## config.mk

```make
export PLATFORM = sky130hd
export DESIGN_NAME = umi_apb_arbiter
export DESIGN_NICKNAME = d
export VERILOG_FILES = /design/src/rtl/umi_apb_arbiter.sv
export SDC_FILE = /design/constraint.sdc
export NUM_CORES = 1
export LEC_CHECK = 0
export ABC_AREA = 1
export CAP_MARGIN = 0
export CORE_MARGIN = 10
export CORE_UTILIZATION = 36
export CTS_CLUSTER_DIAMETER = 30
export CTS_CLUSTER_SIZE = 10
export DETAILED_ROUTE_END_ITERATION = 10
export PLACE_DENSITY = 0.82
export SLEW_MARGIN = 20
export SYNTH_ARGS = -nofsm -noshare
export SYNTH_HDL_FRONTEND = slang
export SYNTH_SLANG_ARGS = --single-unit
```

## constraint.sdc

```tcl
create_clock -name clk -period 3.3 [get_ports clk]
set_input_delay 0.66 -clock clk [delete_from_list [all_inputs] [get_ports clk]]
set_output_delay 0.66 -clock clk [all_outputs]
set_load 0.01 [all_outputs]
```

## src/rtl/umi_apb_arbiter.sv

```systemverilog
// umi_apb_arbiter
// Shares one APB completer among N APB requesters. Each transfer is
// granted round-robin, runs alone on the completer side (one outstanding,
// no reordering), and the response is routed back to the granted requester.
//
// Handshake: the completer side is plain APB. m_psel rises for one SETUP
// cycle, then m_penable rises and the payload is held until m_pready=1 in
// ACCESS. A requester sees completion as s_pready[i]=1 only while it is the
// granted owner, still has s_psel[i] & s_penable[i] asserted, and the
// completer returns m_pready in ACCESS. s_prdata/s_pslverr[i] are valid
// only alongside that s_pready[i].
module umi_apb_arbiter #(
  parameter int N   = 2,
  parameter int RAW = 32,
  parameter int RW  = 32
) (
  input  logic                  clk,
  input  logic                  reset,
  // requester side
  input  logic [N-1:0]          s_psel,
  input  logic [N-1:0]          s_penable,
  input  logic [N-1:0]          s_pwrite,
  input  logic [N*RAW-1:0]      s_paddr,
  input  logic [N*3-1:0]        s_pprot,
  input  logic [N*RW-1:0]       s_pwdata,
  input  logic [N*(RW/8)-1:0]   s_pstrb,
  output logic [N-1:0]          s_pready,
  output logic [RW-1:0]         s_prdata,
  output logic [N-1:0]          s_pslverr,
  // completer side
  output logic                  m_psel,
  output logic                  m_penable,
  output logic                  m_pwrite,
  output logic [RAW-1:0]        m_paddr,
  output logic [2:0]            m_pprot,
  output logic [RW-1:0]         m_pwdata,
  output logic [RW/8-1:0]       m_pstrb,
  input  logic                  m_pready,
  input  logic                  m_pslverr,
  input  logic [RW-1:0]         m_prdata,
  // arbitration status
  output logic [N-1:0]          grant,
  output logic [1:0]            dbg_state
);

  localparam int IW = (N > 1) ? $clog2(N) : 1;
  localparam int SW = RW / 8;

  typedef enum logic [1:0] {
    ST_IDLE   = 2'd0,
    ST_SETUP  = 2'd1,
    ST_ACCESS = 2'd2
  } state_t;

  state_t            state_q, state_d;
  logic [IW-1:0]     ptr_q, ptr_d;
  logic [IW-1:0]     win_q, win_d;
  logic [N-1:0]      grant_q, grant_d;
  logic              m_psel_q, m_psel_d;
  logic              m_penable_q, m_penable_d;
  logic              m_pwrite_q, m_pwrite_d;
  logic [RAW-1:0]    m_paddr_q, m_paddr_d;
  logic [2:0]        m_pprot_q, m_pprot_d;
  logic [RW-1:0]     m_pwdata_q, m_pwdata_d;
  logic [SW-1:0]     m_pstrb_q, m_pstrb_d;

  logic              rr_found;
  logic [IW-1:0]     rr_win;
  int                rr_idx;

  // Round-robin pick: first requesting port scanning from ptr_q, wrapping at N.
  always_comb begin
    rr_found = 1'b0;
    rr_win   = '0;
    rr_idx   = 0;
    for (int off = 0; off < N; off++) begin
      rr_idx = int'(ptr_q) + off;
      if (rr_idx >= N) rr_idx = rr_idx - N;
      if (!rr_found && s_psel[rr_idx]) begin
        rr_found = 1'b1;
        rr_win   = rr_idx[IW-1:0];
      end
    end
  end

  // Next-state and registered-output computation for the transfer FSM.
  always_comb begin
    state_d     = state_q;
    ptr_d       = ptr_q;
    win_d       = win_q;
    grant_d     = grant_q;
    m_psel_d    = m_psel_q;
    m_penable_d = m_penable_q;
    m_pwrite_d  = m_pwrite_q;
    m_paddr_d   = m_paddr_q;
    m_pprot_d   = m_pprot_q;
    m_pwdata_d  = m_pwdata_q;
    m_pstrb_d   = m_pstrb_q;
    case (state_q)
      ST_IDLE: begin
        m_penable_d = 1'b0;
        if (rr_found) begin
          // Payload is captured once here; later requester changes are ignored.
          state_d         = ST_SETUP;
          win_d           = rr_win;
          grant_d         = '0;
          grant_d[rr_win] = 1'b1;
          m_psel_d        = 1'b1;
          m_pwrite_d      = s_pwrite[rr_win];
          m_paddr_d       = s_paddr[rr_win*RAW +: RAW];
          m_pprot_d       = s_pprot[rr_win*3 +: 3];
          m_pwdata_d      = s_pwdata[rr_win*RW +: RW];
          m_pstrb_d       = s_pstrb[rr_win*SW +: SW];
        end else begin
          m_psel_d = 1'b0;
        end
      end
      ST_SETUP: begin
        state_d     = ST_ACCESS;
        m_penable_d = 1'b1;
      end
      ST_ACCESS: begin
        // Completion does not depend on the requester still being present,
        // so a requester that drops psel mid-transfer cannot hang the bus.
        if (m_pready) begin
          state_d     = ST_IDLE;
          m_psel_d    = 1'b0;
          m_penable_d = 1'b0;
          grant_d     = '0;
          if (win_q == IW'(N - 1)) ptr_d = '0;
          else                     ptr_d = win_q + 1'b1;
        end
      end
      default: begin
        state_d     = ST_IDLE;
        m_psel_d    = 1'b0;
        m_penable_d = 1'b0;
        grant_d     = '0;
      end
    endcase
  end

  // FSM state and all completer-side outputs; reset drops any in-flight transfer.
  always_ff @(posedge clk or posedge reset) begin
    if (reset) begin
      state_q     <= ST_IDLE;
      ptr_q       <= '0;
      win_q       <= '0;
      grant_q     <= '0;
      m_psel_q    <= 1'b0;
      m_penable_q <= 1'b0;
      m_pwrite_q  <= 1'b0;
      m_paddr_q   <= '0;
      m_pprot_q   <= '0;
      m_pwdata_q  <= '0;
      m_pstrb_q   <= '0;
    end else begin
      state_q     <= state_d;
      ptr_q       <= ptr_d;
      win_q       <= win_d;
      grant_q     <= grant_d;
      m_psel_q    <= m_psel_d;
      m_penable_q <= m_penable_d;
      m_pwrite_q  <= m_pwrite_d;
      m_paddr_q   <= m_paddr_d;
      m_pprot_q   <= m_pprot_d;
      m_pwdata_q  <= m_pwdata_d;
      m_pstrb_q   <= m_pstrb_d;
    end
  end

  // Response routing: only the granted, still-active requester sees completion.
  always_comb begin
    s_pready  = '0;
    s_pslverr = '0;
    s_prdata  = '0;
    if (state_q == ST_ACCESS) begin
      s_prdata = m_prdata;
      for (int i = 0; i < N; i++) begin
        s_pready[i]  = grant_q[i] & s_psel[i] & s_penable[i] & m_pready;
        s_pslverr[i] = grant_q[i] & s_psel[i] & s_penable[i] & m_pready & m_pslverr;
      end
    end
  end

  assign m_psel    = m_psel_q;
  assign m_penable = m_penable_q;
  assign m_pwrite  = m_pwrite_q;
  assign m_paddr   = m_paddr_q;
  assign m_pprot   = m_pprot_q;
  assign m_pwdata  = m_pwdata_q;
  assign m_pstrb   = m_pstrb_q;
  assign grant     = grant_q;
  assign dbg_state = state_q;

endmodule
```

==> results.yml, run 1 <==
layout:
  final_common_cell: "nand2_1"
  diodes: 0
  final_layout_size_suffix_gt1_frac: 0.02872
  nets: 1119
  layout_common_cells: "449 x nand2_1, 297 x clkdlybuf4s50_1, 80 x dfrtp_1, 40 x inv_1, 36 x nor2_1"
  area_growth_pct: 76.06
  design_area_sq_mm: 0.007556
routing:
  drt_iter0_markers: 236
  totalWireLength_mm: 16.17
  wl_per_cell_microns: 14.93
  viasPerCell: 4.354
  dr.pass1.iters: 4
  num_vias: 4715
  ant_nets: 0
  post-route-drc-count: 0
power_and_ir_drop:
  power.share.switching: 0.3844
  p_per_area_mw_per_mm2: 754.8
  ir_drop_uv: 383.3
  switching_power_w: 0.002192
  p_seq_frac: 0.298
  p_clk_frac: 0.170
  combPwrFrac: 0.531
  cellInternalPower_w: 0.003511
  p_leak_nw: 3.918
timing:
  finalHoldViolations: 0
  slew_headroom: 0.4109
  finalCritPeriodShare: 0.8588
  fmax_mhz: 352.9
  period_needed_ps: 2834
  finalSetupTns_ps: 0
  rsz0062_at_grt: "no"
  tightest_slew_ps: 882.7
  clock_skew_ps: 4.165
  setup_viol_count_final: 0
  drv_slew: 0
die:
  coreArea_sq_mm: 0.01156
  die-area_sq_mm: 0.01669
  io_pins: 298
  die_w_microns: 129.2
  start_util: 0.3711
  rows: 39
  fp.dieH_microns: 129.2
critical_path:
  cpPeakStageDelay_ps: 600
  required_ps: 2640
  crit_path_end_kind: "primary output"
  cp_slowest_cell: "clkdlybuf4s50_1"
  cp_max_fo: 32
  cp_cell_sequence: "nor2_1 > inv_1 > nor2_1 > clkdlybuf4s50_1"
  arrival_ps: 2170
  path_buf_inv: 2
  crit_path_frequent_cell: "nor2_1"
  path_class: "reg2out"
  setup.worst_path.start_class: "flip-flop"
  critical_path.top_delay_family: "buffers and inverters"
  r2r_setup_slack_ps: 1620
min_path:
  hold_class: "reg2reg"
clock_network:
  cts_tree: "built"
  cts_buffers: 9
  cts.path.max_buffers: 2
  hold_buffers: 0
  path_clk_slew_ps: 60
  clk-insertion-delay-late_ps: 320
  h-tree-depth: 3
  cts-root-buf: "clkbuf_16"
  post_cts_buffers: 0
  cts.sinks: 80
  post_cts_resized: 0
status:
  run_status: "complete, no violations"
logic_synthesis:
  syn_inst: 654
  synthDistinctLibCells: 14
  syn_nets: 838
  ys_seq_elements: 80
  post_synth.cell_area_avg_sq_um: 6.562
  yosysSeqAreaShare: 0.4665
  yosys_warnings: 0
  syn-cell-area_sq_mm: 0.004292
job:
  cap_violations: 0
grt:
  overflow: 0
  antenna_found_initial: 0
  first_global_vias: 4582
  grt_pass1_wl_mm: 24.60
  grt_max_degree: 75
  grt_use_total: 0.1841
place:
  placed_area_sq_mm: 0.007267
  portBuffers: 297
  hpwl_mm: 12.78
  gp_congestion: 0.7699
==> kinds of logic (layout without fill, tap and decap cells) <==
kind of cell           count (synthesis)  count (layout)  share of synthesized area
buffers and inverters                 77             363                    0.09534
AND/OR/NAND/NOR                      496             496                     0.4370
AO/OA/AOI/OAI                          1               1                   0.001165
flip-flops                            80              80                     0.4665
==> final timing paths <==
path,start,endpoint,cells past startpoint
max,dbg_state[0],s_prdata[26],4
min,win_q,win_q,2
max reg2reg,ptr_q,m_paddr[13],8
min reg2reg,win_q,win_q,2
max in group asynchronous,reset,m_pwdata[3],3
min in group asynchronous,reset,m_pwdata[0],2
==> tightest hold or removal path: cells and delay by family, from the launching register on <==
kind             cells  cell delay (ps)
and+or+nand+nor      2               90
DFF                  1              350
==> power groups by stage <==
| stage | Clock (W) | Sequential (W) | Combinational, W |
|---|---|---|---|
| after floorplan | 0 | 0.00191 | 0.00131 |
| after global placement | 0 | 0.00169 | 0.00305 |
| after detailed placement | 0 | 0.00170 | 0.00309 |
| after CTS | 0.000995 | 0.00170 | 0.00310 |
| after global routing | 0.00104 | 0.00176 | 0.00335 |
| final | 0.000971 | 0.00170 | 0.00303 |
==> registers in the layout (all words and copies together), names as in the netlist, 2 cells and up <==
name	count
grant	2
m_paddr	32
m_pwdata	32
m_pprot	3
dbg_state	2
m_pstrb	4
==> synth_stat cells <==
cell	number	share of area
buf_6	7	0.018
nand3_1	5	0.0058
nor2_1	36	0.031
buf_2	9	0.010
o21ai_0	1	0.0012
clkbuf_1	3	0.0026
inv_2	2	0.0017
buf_4	15	0.026
nand2_2	1	0.0015
nand4_1	1	0.0015
inv_1	41	0.036
nor3_1	2	0.0023
dfrtp_1	80	0.47
nand2_1	451	0.39
==> cell type report <==
| type | count | area, sq um |
|---|---|---|
| Timing Repair Buffer | 304 | 3038 |
| Multi-Input combinational cell | 497 | 1886 |
| Fill cell | 1017 | 4009 |
| Tap cell | 143 | 178.9 |
| Clock inverter | 5 | 56.30 |
| Clock buffer | 11 | 232.7 |
| Inverter | 43 | 162.7 |
| Sequential cell | 80 | 2002 |
==> per-layer routing <==
layer,track usage,wire length (microns)
met5,0,0
met4,0.05686,300
met2,0.3261,8146
met1,0.2048,6199
met3,0.06117,1520
==> stage by stage <==
step	std cells	worst slack (ps)	util	hold WS [ps]	power (W)
after floorplan	654	588.3	-	436.7	0.003228
after global placement	1067	626.2	0.6284	455.9	0.004740
after detailed placement	1067	600.6	0.6284	457.1	0.004794
after CTS	1083	414.6	0.6534	474.2	0.005794
after global routing	1083	233.2	0.6534	494.2	0.006158
final	1083	466.0	0.6534	474.9	0.005703
Power figures use the tool's default switching activity.
==> run 2: changes to the inputs <==
--- a/config.mk
+++ b/config.mk
@@ -9,7 +9,7 @@
 export CAP_MARGIN = 0
 export CORE_MARGIN = 10
 export CORE_UTILIZATION = 36
-export CTS_CLUSTER_DIAMETER = 30
+export CTS_CLUSTER_DIAMETER = 100
 export CTS_CLUSTER_SIZE = 10
 export DETAILED_ROUTE_END_ITERATION = 10
 export PLACE_DENSITY = 0.82
==> results of run 2 <==
No change in the layout: final DEF, timing and power equal those of run 1.
